File: config.mk
export PLATFORM = sky130hd
export DESIGN_NAME = branch_predictor_flat
export DESIGN_NICKNAME = d
export VERILOG_FILES = /design/src/rtl/bp_pkg.sv /design/src/rtl/branch_predictor_if.sv /design/src/rtl/bp_sat_counter.sv /design/src/rtl/branch_predictor.sv /design/src/flat_wrapper.sv
export SDC_FILE = /design/constraint.sdc
export NUM_CORES = 2
export LEC_CHECK = 0
export CAP_MARGIN = 15
export CORE_MARGIN = 8
export CORE_UTILIZATION = 61
export CTS_BUF_LIST = sky130_fd_sc_hd__clkbuf_8
export CTS_CLUSTER_SIZE = 30
export DETAILED_ROUTE_END_ITERATION = 8
export GPL_TIMING_DRIVEN = 0
export PLACE_DENSITY = 0.79
export SYNTH_ARGS = -nofsm -noshare
export SYNTH_HDL_FRONTEND = slang
export SYNTH_HIERARCHICAL = 1
export SYNTH_SLANG_ARGS = --single-unit
File: constraint.sdc
create_clock -name clk -period 80.1 [get_ports clk]
set_input_delay 16.02 -clock clk [delete_from_list [all_inputs] [get_ports clk]]
set_output_delay 16.02 -clock clk [all_outputs]
set_load 0.02 [all_outputs]
File: src/rtl/bp_pkg.sv
// Shared definitions for the branch predictor: saturating counter helpers,
// direction-counter reset/allocate constants and the PC index/tag split.
package bp_pkg;

  // Widest value the width-generic helpers operate on.
  localparam int MAX_W = 64;

  // Direction-counter width the constants below are built for.
  localparam int CTR_W_DEFAULT = 2;

  // Weakly taken: MSB set, rest clear.
  function automatic logic [MAX_W-1:0] weak_taken(input int w);
    return MAX_W'(1) << (w - 1);
  endfunction

  // Weakly not-taken: MSB clear, rest set (0 for a 1-bit counter).
  function automatic logic [MAX_W-1:0] weak_not_taken(input int w);
    return (MAX_W'(1) << (w - 1)) - MAX_W'(1);
  endfunction

  localparam logic [CTR_W_DEFAULT-1:0] CTR_WEAK_T  =
    CTR_W_DEFAULT'(weak_taken(CTR_W_DEFAULT));
  localparam logic [CTR_W_DEFAULT-1:0] CTR_WEAK_NT =
    CTR_W_DEFAULT'(weak_not_taken(CTR_W_DEFAULT));

  // Increment a w-bit value, holding at all-ones instead of wrapping.
  function automatic logic [MAX_W-1:0] sat_inc(input logic [MAX_W-1:0] val,
                                               input int w);
    logic [MAX_W-1:0] max_v;
    max_v = (MAX_W'(1) << w) - MAX_W'(1);
    return (val >= max_v) ? max_v : val + MAX_W'(1);
  endfunction

  // Decrement a w-bit value, holding at zero instead of wrapping.
  function automatic logic [MAX_W-1:0] sat_dec(input logic [MAX_W-1:0] val,
                                               input int w);
    return (val == '0) ? '0 : val - MAX_W'(1);
  endfunction

  // Table index: pc[idx_w+1:2]; the byte offset bits are ignored.
  function automatic logic [MAX_W-1:0] pc_index(input logic [MAX_W-1:0] pc,
                                                input int idx_w);
    return (pc >> 2) & ((MAX_W'(1) << idx_w) - MAX_W'(1));
  endfunction

  // Tag: everything above the index bits.
  function automatic logic [MAX_W-1:0] pc_tag(input logic [MAX_W-1:0] pc,
                                              input int idx_w);
    return pc >> (idx_w + 2);
  endfunction

endpackage

File: src/rtl/branch_predictor_if.sv
// Lookup and update bundle between the fetch/decode stages and the predictor.
// Lookup is purely combinational. The update port is a valid-only push:
// every cycle with upd_valid=1 is consumed on that clock edge, there is no
// ready/backpressure.
interface branch_predictor_if #(
  parameter int XLEN  = 32,
  parameter int CNT_W = 16
);
  logic [XLEN-1:0]  lookup_pc;
  logic             pred_hit;
  logic             pred_taken;
  logic [XLEN-1:0]  pred_target;
  logic             upd_valid;
  logic [XLEN-1:0]  upd_pc;
  logic             upd_taken;
  logic [XLEN-1:0]  upd_target;
  logic             upd_mispredict;
  logic [CNT_W-1:0] mispred_cnt;

  // Pipeline side: drives lookups and resolved outcomes.
  modport master (
    output lookup_pc, upd_valid, upd_pc, upd_taken, upd_target, upd_mispredict,
    input  pred_hit, pred_taken, pred_target, mispred_cnt
  );

  // Predictor side.
  modport slave (
    input  lookup_pc, upd_valid, upd_pc, upd_taken, upd_target, upd_mispredict,
    output pred_hit, pred_taken, pred_target, mispred_cnt
  );
endinterface

File: src/rtl/bp_sat_counter.sv
// One direction counter: async reset to weakly not-taken, load on
// allocation, otherwise saturating increment/decrement.
module bp_sat_counter
  import bp_pkg::*;
#(
  parameter int CTR_W = 2
) (
  input  logic             clk,
  input  logic             rst,
  input  logic             load_i,
  input  logic [CTR_W-1:0] load_val_i,
  input  logic             inc_i,
  input  logic             dec_i,
  output logic [CTR_W-1:0] ctr_o
);

  localparam logic [CTR_W-1:0] RST_VAL = CTR_W'(weak_not_taken(CTR_W));

  logic [CTR_W-1:0] ctr_q;
  logic [CTR_W-1:0] ctr_d;

  // Next value: allocation load has priority over training.
  always_comb begin
    ctr_d = ctr_q;
    if (load_i) begin
      ctr_d = load_val_i;
    end else if (inc_i) begin
      ctr_d = CTR_W'(sat_inc(MAX_W'(ctr_q), CTR_W));
    end else if (dec_i) begin
      ctr_d = CTR_W'(sat_dec(MAX_W'(ctr_q), CTR_W));
    end
  end

  // Counter register with asynchronous clear.
  always_ff @(posedge clk or posedge rst) begin
    if (rst) begin
      ctr_q <= RST_VAL;
    end else begin
      ctr_q <= ctr_d;
    end
  end

  assign ctr_o = ctr_q;

endmodule

File: src/rtl/branch_predictor.sv
// Direct-mapped branch target buffer with per-entry saturating direction
// counters. Lookup is combinational against current state (no bypass from a
// same-cycle update); updates land on the clock edge. Entry storage is kept
// in flops so the asynchronous reset can clear it.
module branch_predictor
  import bp_pkg::*;
#(
  parameter int XLEN    = 32,
  parameter int ENTRIES = 16,
  parameter int CTR_W   = 2,
  parameter int CNT_W   = 16
) (
  input  logic                clk,
  input  logic                rst,
  branch_predictor_if.slave   bp
);

  localparam int IDX_W = $clog2(ENTRIES);
  localparam int TAG_W = XLEN - IDX_W - 2;
  localparam logic [CTR_W-1:0] ALLOC_CTR = CTR_W'(weak_taken(CTR_W));

  // Entry storage.
  logic [ENTRIES-1:0] valid_q;
  logic [TAG_W-1:0]   tag_q    [ENTRIES];
  logic [XLEN-1:0]    target_q [ENTRIES];
  logic [CTR_W-1:0]   ctr_w    [ENTRIES];
  logic [CNT_W-1:0]   mispred_cnt_q;
  logic [CNT_W-1:0]   mispred_cnt_d;

  // Address split for both ports.
  logic [IDX_W-1:0] lk_idx;
  logic [TAG_W-1:0] lk_tag;
  logic [IDX_W-1:0] upd_idx;
  logic [TAG_W-1:0] upd_tag;
  logic             lk_hit;
  logic             upd_hit;
  logic             upd_alloc;
  logic             upd_train_t;
  logic             upd_train_nt;

  assign lk_idx  = IDX_W'(pc_index(MAX_W'(bp.lookup_pc), IDX_W));
  assign lk_tag  = TAG_W'(pc_tag(MAX_W'(bp.lookup_pc), IDX_W));
  assign upd_idx = IDX_W'(pc_index(MAX_W'(bp.upd_pc), IDX_W));
  assign upd_tag = TAG_W'(pc_tag(MAX_W'(bp.upd_pc), IDX_W));

  // Lookup and update classification.
  always_comb begin
    lk_hit       = valid_q[lk_idx] && (tag_q[lk_idx] == lk_tag);
    upd_hit      = valid_q[upd_idx] && (tag_q[upd_idx] == upd_tag);
    upd_alloc    = bp.upd_valid && !upd_hit && bp.upd_taken;
    upd_train_t  = bp.upd_valid && upd_hit && bp.upd_taken;
    upd_train_nt = bp.upd_valid && upd_hit && !bp.upd_taken;
  end

  // Prediction outputs: zeroed on a miss.
  always_comb begin
    bp.pred_hit    = lk_hit;
    bp.pred_taken  = lk_hit && ctr_w[lk_idx][CTR_W-1];
    bp.pred_target = lk_hit ? target_q[lk_idx] : '0;
  end

  // One direction counter per entry; only the addressed entry is enabled.
  for (genvar i = 0; i < ENTRIES; i++) begin : g_ctr
    logic sel;
    assign sel = (upd_idx == IDX_W'(i));

    bp_sat_counter #(.CTR_W(CTR_W)) u_ctr (
      .clk        (clk),
      .rst        (rst),
      .load_i     (sel && upd_alloc),
      .load_val_i (ALLOC_CTR),
      .inc_i      (sel && upd_train_t),
      .dec_i      (sel && upd_train_nt),
      .ctr_o      (ctr_w[i])
    );
  end

  // Valid/tag/target: allocate on a taken miss, retarget on a taken hit.
  always_ff @(posedge clk or posedge rst) begin
    if (rst) begin
      valid_q <= '0;
      for (int i = 0; i < ENTRIES; i++) begin
        tag_q[i]    <= '0;
        target_q[i] <= '0;
      end
    end else if (upd_alloc) begin
      valid_q[upd_idx]  <= 1'b1;
      tag_q[upd_idx]    <= upd_tag;
      target_q[upd_idx] <= bp.upd_target;
    end else if (upd_train_t) begin
      target_q[upd_idx] <= bp.upd_target;
    end
  end

  // Mispredict statistic, saturating at all-ones.
  always_comb begin
    mispred_cnt_d = mispred_cnt_q;
    if (bp.upd_valid && bp.upd_mispredict) begin
      mispred_cnt_d = CNT_W'(sat_inc(MAX_W'(mispred_cnt_q), CNT_W));
    end
  end

  // Statistic register.
  always_ff @(posedge clk or posedge rst) begin
    if (rst) begin
      mispred_cnt_q <= '0;
    end else begin
      mispred_cnt_q <= mispred_cnt_d;
    end
  end

  assign bp.mispred_cnt = mispred_cnt_q;

endmodule

File: src/flat_wrapper.sv
// flat-port wrapper written by rule: the top's interface ports become plain ports
module branch_predictor_flat import bp_pkg::*;
#(
  parameter int XLEN    = 32,
  parameter int ENTRIES = 16,
  parameter int CTR_W   = 2,
  parameter int CNT_W   = 16
)
  (clk, rst, bp_lookup_pc, bp_upd_valid, bp_upd_pc, bp_upd_taken, bp_upd_target, bp_upd_mispredict, bp_pred_hit, bp_pred_taken, bp_pred_target, bp_mispred_cnt);
  branch_predictor_if #(.XLEN(XLEN), .CNT_W(CNT_W)) bp_i ();
  input  logic clk;
  input  logic rst;
  input wire logic [$bits(bp_i.lookup_pc)-1:0] bp_lookup_pc;
  input wire logic [$bits(bp_i.upd_valid)-1:0] bp_upd_valid;
  input wire logic [$bits(bp_i.upd_pc)-1:0] bp_upd_pc;
  input wire logic [$bits(bp_i.upd_taken)-1:0] bp_upd_taken;
  input wire logic [$bits(bp_i.upd_target)-1:0] bp_upd_target;
  input wire logic [$bits(bp_i.upd_mispredict)-1:0] bp_upd_mispredict;
  output wire logic [$bits(bp_i.pred_hit)-1:0] bp_pred_hit;
  output wire logic [$bits(bp_i.pred_taken)-1:0] bp_pred_taken;
  output wire logic [$bits(bp_i.pred_target)-1:0] bp_pred_target;
  output wire logic [$bits(bp_i.mispred_cnt)-1:0] bp_mispred_cnt;
  assign bp_i.lookup_pc = bp_lookup_pc;
  assign bp_i.upd_valid = bp_upd_valid;
  assign bp_i.upd_pc = bp_upd_pc;
  assign bp_i.upd_taken = bp_upd_taken;
  assign bp_i.upd_target = bp_upd_target;
  assign bp_i.upd_mispredict = bp_upd_mispredict;
  assign bp_pred_hit = bp_i.pred_hit;
  assign bp_pred_taken = bp_i.pred_taken;
  assign bp_pred_target = bp_i.pred_target;
  assign bp_mispred_cnt = bp_i.mispred_cnt;
  branch_predictor #(.XLEN(XLEN), .ENTRIES(ENTRIES), .CTR_W(CTR_W), .CNT_W(CNT_W)) u_core (.clk(clk), .rst(rst), .bp(bp_i));
endmodule
* Word-level counts from Yosys, hierarchy flattened
Cells that the tools add are included.
Cells by class: add/subtract/negate cells 33, $lt $le $gt $ge 23, equal/unequal tests 17, multiplexer cells 108, bitwise operators 3, reductions and logical operators 95
Operators by type and width (count):
- 512-bit two-way mux | 2
- 512-bit bitwise mux | 1
- 416-bit bitwise mux | 1
- 26-bit binary-select mux with 4-bit select | 2
- 2-bit two-way mux | 82
- 26-bit two-way mux | 5
- 32-bit binary-select mux with 4-bit select | 1
- 32-bit demux with 4-bit select | 1
- 32-bit two-way mux | 4
- 26-bit demux with 4-bit select | 1
- 1-bit logical AND | 59
- 26-bit equality test | 2
- 3-bit nonzero test | 16
- 2-bit by 1-bit adder with 2-bit output, second input constant | 16
- 4-bit equality test, second input constant | 8
- 2-bit >= comparator, second input constant | 16
- 2-bit logical NOT | 16
- 2-bit by 1-bit subtractor with 2-bit output, second input constant | 16
- 16-bit by 1-bit adder with 16-bit output, second input constant | 1
- 4-bit by 3-bit equality test with 1-bit output, second input constant | 4
- 16-bit >= comparator, second input constant | 1
- 16-bit two-way mux | 1
- 16-bit bitwise OR | 1
- 5-bit >= comparator, second input constant | 2
- other kinds (13) | 20
Word-level totals: register bits after elaboration 992, output and inout port bits 50, logic and storage cells 329

* Logic depth before layout (Yosys ltp)
depth in word-level cells 12, gate-level depth with buffers 18, depth with buffers taken out 11

* Hierarchy
The synthesis kept the hierarchy.
Modules (own cells, without submodules):
- branch_predictor | instances 1, cells an instance 3932, area each 49661.4 µm²
- bp_sat_counter | instances 16, cells an instance 14, area each 122.6 µm²

* Worst setup path before layout
Ideal clock, no wire load.
path type input -> output, start point in bp_lookup_pc[2], end point out bp_pred_target[10], data arrival time 19.381 ns, required time 64.080 ns, slack 44.699 ns, stages 11, path through clkbuf_1 -> buf_1 -> buf_1 -> mux4_2 -> mux4_2 -> xnor2_1 -> nand4_1 -> nor4_1 -> nand4_1 -> clkbuf_1 -> nor2b_1
On the way: word-level cells in the longest chain between the ends 7
Ends and longest elaborated chain:
- start: declaration | RTL line flat_wrapper.sv:13 | input wire logic [$bits(bp_i.lookup_pc)-1:0] bp_lookup_pc;
- 4-bit inverter with 5-bit output (implied by the code) | RTL line branch_predictor.sv:48, branch_predictor.sv:59
- 26-bit binary-select mux with 4-bit select | RTL line branch_predictor.sv:48 | lk_hit = valid_q[lk_idx] && (tag_q[lk_idx] == lk_tag);
- 26-bit two-way mux (implied by the code) (2 in series) | RTL line branch_predictor.sv:48
- 26-bit equality test | RTL line branch_predictor.sv:48
- 1-bit logical AND | RTL line branch_predictor.sv:48
- 32-bit two-way mux * | RTL line branch_predictor.sv:59 | bp.pred_target = lk_hit ? target_q[lk_idx] : '0;
- end: declaration | RTL line flat_wrapper.sv:21 | output wire logic [$bits(bp_i.pred_target)-1:0] bp_pred_target;
Every way passes the cells marked *; elsewhere a longest branch is shown, timed or not. The select of a mux whose other input is x is not followed.

* Worst setup path in the final report
start point in bp_lookup_pc[3], end point out bp_pred_taken
On the way: word-level cells in the longest chain between the ends 7
Ends and longest elaborated chain:
- 4-bit inverter with 5-bit output (implied by the code) | RTL line branch_predictor.sv:48, branch_predictor.sv:58
- 26-bit binary-select mux with 4-bit select | RTL line branch_predictor.sv:48
- 26-bit two-way mux (implied by the code) (2 in series) | RTL line branch_predictor.sv:48
- 26-bit equality test | RTL line branch_predictor.sv:48
- 1-bit logical AND | RTL line branch_predictor.sv:48
- 1-bit logical AND * | RTL line branch_predictor.sv:58 | bp.pred_taken = lk_hit && ctr_w[lk_idx][CTR_W-1];
- end: declaration | RTL line flat_wrapper.sv:20 | output wire logic [$bits(bp_i.pred_taken)-1:0] bp_pred_taken;
Marked as above.

==> metrics.csv <==
stage,metric,value,unit
die,fp.dieW,306.9,um
global_routing,grt_max_degree,132,
critical_path,crit_type,in2out,
power_and_ir_drop,cellPowerDensity,24.24,nW/um2
sta,finalSetupTns,0,ns
synth,syn_inst,4156,
critical_path,cp_max_fo,10,
die,num_rows,106,
clock_tree,cts_root_buffer,clkbuf_8,
synth,synth.distinct_cells,79,
worst_hold_path,hold_path.class,reg2reg,
sta,tightest_slew,1.341,ns
sta,final_max_slew_viol_count,0,
global_routing,grt_pass1_vias,38860,
synth,yosysWarningCount,6,
sta,final_hold_viol_count,0,
die,core-area,83690,um2
detailed_routing,dr_total_vias,38220,
final_layout,design_area,58320,um2
detailed_routing,drc,0,
clock_tree,clock_latency,0.86,ns
critical_path,endpoint_kind,output port,
detailed_routing,drt-vias-per-instance,6.620,
final_layout,fin_nets,4607,
synth,netlist_area,51620,um2
synth,ys_ff_latch,992,
die,ios,151,
power_and_ir_drop,total_power,1.414,mW
clock_tree,h-tree-depth,4,
sta,fin_crit_sh,50.76,%
synth,avgSynthCellArea,12.42,um2
sta,layout_min_cycle_time,40.66,ns
clock_tree,cts_tree,done,
flow_run,drv_cap,0,
sta,clock_skew,0.05800,ns
clock_tree,cts_made_buffers,162,
detailed_routing,wl,167300,um
global_routing,antenna_found_initial,9,
clock_tree,cts.sinks,992,
placement,placed_area,54910,um2
clock_tree,cts_setup_buffers,0,
power_and_ir_drop,p_leak,27.67,nW
sta,rsz0062_at_grt,no,
synth,synth-async-reset-ratio,100.0,%
critical_path,regToRegSetupSlack,75.58,ns
final_layout,fillers,5681,
detailed_routing,drt_iter0_drc,5157,
critical_path,crit_start,bp_lookup_pc[3],
final_layout,area_delta_synth_final,12.97,%
sta,final.setup.worst_slack,39.44,ns
critical_path,r2r_cells,11,
run_status,status,"complete, no violations",
detailed_routing,wl_per_cell,28.98,um
critical_path,reg2reg_from,u_core/tag_q[117]$_DFFE_PP0P_,
power_and_ir_drop,irDropWorstVdd,0.00001849,V
global_routing,grt-ovfl-total,0,
clock_tree,clock_path_buffers,3,
placement,io_buffers,125,
placement,gp_congestion,0.9937,
clock_tree,cts_resized,0,
synth,synth_seq_area_share,48.13,%
global_routing,grt_pass1_wl,247500,um
placement,dp_worst_setup_slack,40.23,ns
sta,setup_viol,0,
clock_tree,hold_buffers,0,
critical_path,crit_path_end,bp_pred_taken,
sta,hold-worst-slack,0.4717,ns
placement,dp_hpwl,112500,um
die,die-area,94190,um2
clock_tree,cts.clk_slew.worst_paths,0.06,ns
sta,max-slew-margin-rel,10.34,%
critical_path,cp-start-kind,primary input,
final_layout,final_layout_size_suffix_gt1_share,28.86,%
synth,synth_edf_count,0,
detailed_routing,dr.pass1.iters,6,
synth,ys_dominant_reg_cell,dfrtp_1,
critical_path,r2r_end,u_core/g_ctr[15].u_ctr/ctr_o[0]$_DFFE_PP1P_,
critical_path,crit_required,64.08,ns
sta,fmax,24.59,MHz
critical_path,arrival,24.64,ns
die,start_util,61.69,%
detailed_routing,final_antenna_net_count,0,
global_routing,grt_usage,35.37,%
die,die_y,306.9,um
Yosys cell counts (4+ instances only):
library cell / count / share of area [%]
a211oi_1: 19 / 0.28
a21oi_1: 44 / 0.43
a221o_1: 4 / 0.078
a22o_1: 7 / 0.12
a22oi_1: 10 / 0.15
a31oi_1: 5 / 0.061
and2_1: 6 / 0.073
and3_1: 9 / 0.11
buf_1: 37 / 0.27
buf_12: 21 / 0.81
buf_2: 33 / 0.32
buf_4: 13 / 0.19
buf_6: 12 / 0.26
clkbuf_1: 210 / 1.5
dfrtp_1: 976 / 47
dfstp_2: 16 / 0.81
inv_1: 47 / 0.34
mux2_2: 374 / 8.2
mux2_4: 181 / 5.3
mux2i_1: 79 / 1.5
mux4_1: 12 / 0.61
mux4_2: 378 / 16
nand2_1: 1215 / 8.8
nand2b_1: 19 / 0.23
nand3_1: 13 / 0.13
nand3b_1: 4 / 0.058
nand4_1: 14 / 0.17
nor2_1: 74 / 0.54
nor2b_1: 110 / 1.3
nor3_1: 24 / 0.23
nor4_1: 9 / 0.11
nor4b_1: 4 / 0.068
o21ai_0: 29 / 0.28
o21ai_4: 13 / 0.41
o22ai_1: 7 / 0.085
o2bb2ai_1: 4 / 0.068
o31ai_2: 16 / 0.39
or3_1: 4 / 0.048
xnor2_1: 20 / 0.34
xor2_1: 26 / 0.44
stage by stage:
stage | util (%) | cells
3_5_place_dp | 65.61 | 5470
4_1_cts | 69.57 | 5761
2_1_floorplan | - | 4186
6_report | 69.69 | 5774
5_1_grt | 69.68 | 5770
3_3_place_gp | 65.01 | 5445
state kept, by name, summed over array words and instances, names as in the netlist:
signal	count
u_core/bp.mispred_cnt	16
u_core/tag_q	416
u_core/valid_q	16
u_core/g_ctr.u_ctr/ctr_o	32
u_core/target_q	512
metal layers:
metal / wire (um) / vias to the layer above / track usage (%)
met1: 60400 / 19440 / 45.33
li1: - / 15310 / -
met2: 74570 / 2770 / 52.51
met5: 52 / - / 0
met4: 10800 / 8 / 19.98
met3: 21500 / 691 / 12.60
worst max-delay path: stages:
cell and delay, ns:
clkdlybuf4s50_1 0.56, buf_1 0.51, buf_8 0.26, clkbuf_1 0.94, buf_2 0.67, buf_2 0.59
mux2i_1 0.30, mux2i_1 0.12, xnor2_1 0.34, nand4_1 0.43, nor4_1 1.00, nand4_1 1.24
nor2b_1 0.87, clkdlybuf4s50_1 0.73
worst min-delay path by stage:
stage / start / to / slack (ns) / cells past startpoint
after floorplan: u_core/target_q[320]$_DFFE_PP0P_ / u_core/target_q[320]$_DFFE_PP0P_ / 0.44 / 2
after global placement: u_core/target_q[5]$_DFFE_PP0P_ / u_core/target_q[5]$_DFFE_PP0P_ / 0.45 / 2
after detailed placement: u_core/target_q[405]$_DFFE_PP0P_ / u_core/target_q[405]$_DFFE_PP0P_ / 0.46 / 2
after CTS: u_core/target_q[405]$_DFFE_PP0P_ / u_core/target_q[405]$_DFFE_PP0P_ / 0.47 / 2
after global routing: u_core/target_q[81]$_DFFE_PP0P_ / u_core/target_q[81]$_DFFE_PP0P_ / 0.49 / 2
final: u_core/target_q[323]$_DFFE_PP0P_ / u_core/target_q[323]$_DFFE_PP0P_ / 0.47 / 2
cell families (layout without fill, tap and decap cells):
family | Yosys count | after routing | synth area share (%)
mux | 1024 | 1024 | 32.06
buf+inv | 376 | 822 | 3.810
xor+xnor | 46 | 46 | 0.7804
simple gates | 1521 | 1521 | 12.21
compound gates | 194 | 194 | 2.979
other cells | 2 | 40 | 0.01455
flops | 992 | 992 | 48.13
fa+ha+maj | 1 | 1 | 0.02423
report_power, final:
part / internal (mW) / switching (mW)
Combinational: 0.163 / 0.128
Sequential: 0.599 / 0.0680
Clock: 0.242 / 0.213
cell type report:
cell class / count / area [um2] / share of cell area [%]
Timing Repair Buffer: 155 / 1814 / 3.111
Buffer: 329 / 1790 / 3.070
Clock inverter: 83 / 454.2 / 0.7788
Multi-Input combinational cell: 2818 / 24930 / 42.75
Tap cell: 1134 / 1419 / 2.433
Clock buffer: 208 / 2863 / 4.909
Sequential cell: 992 / 24840 / 42.60
Antenna cell: 8 / 20.02 / 0.03433
Inverter: 47 / 183.9 / 0.3154
layout by cell type, fill, tap and decap left out, types with 19 or more instances in the layout:
master / synthesis / layout
buf_1: 37 / 37
xnor2_1: 20 / 20
mux4_2: 378 / 378
o21ai_0: 29 / 29
clkbuf_1: 210 / 210
nor2b_1: 110 / 110
clkbuf_8: 0 / 208
mux2i_1: 79 / 79
mux2_4: 181 / 181
xor2_1: 26 / 26
nand2b_1: 19 / 19
a211oi_1: 19 / 19
conb_1: 2 / 32
nor3_1: 24 / 24
buf_12: 21 / 21
clkdlybuf4s50_1: 0 / 125
a21oi_1: 44 / 44
dfrtp_1: 976 / 976
nand2_1: 1215 / 1215
inv_1: 47 / 105
buf_2: 33 / 33
nor2_1: 74 / 74
buf_8: 3 / 21
mux2_2: 374 / 374
Power figures use the tool's default switching activity.
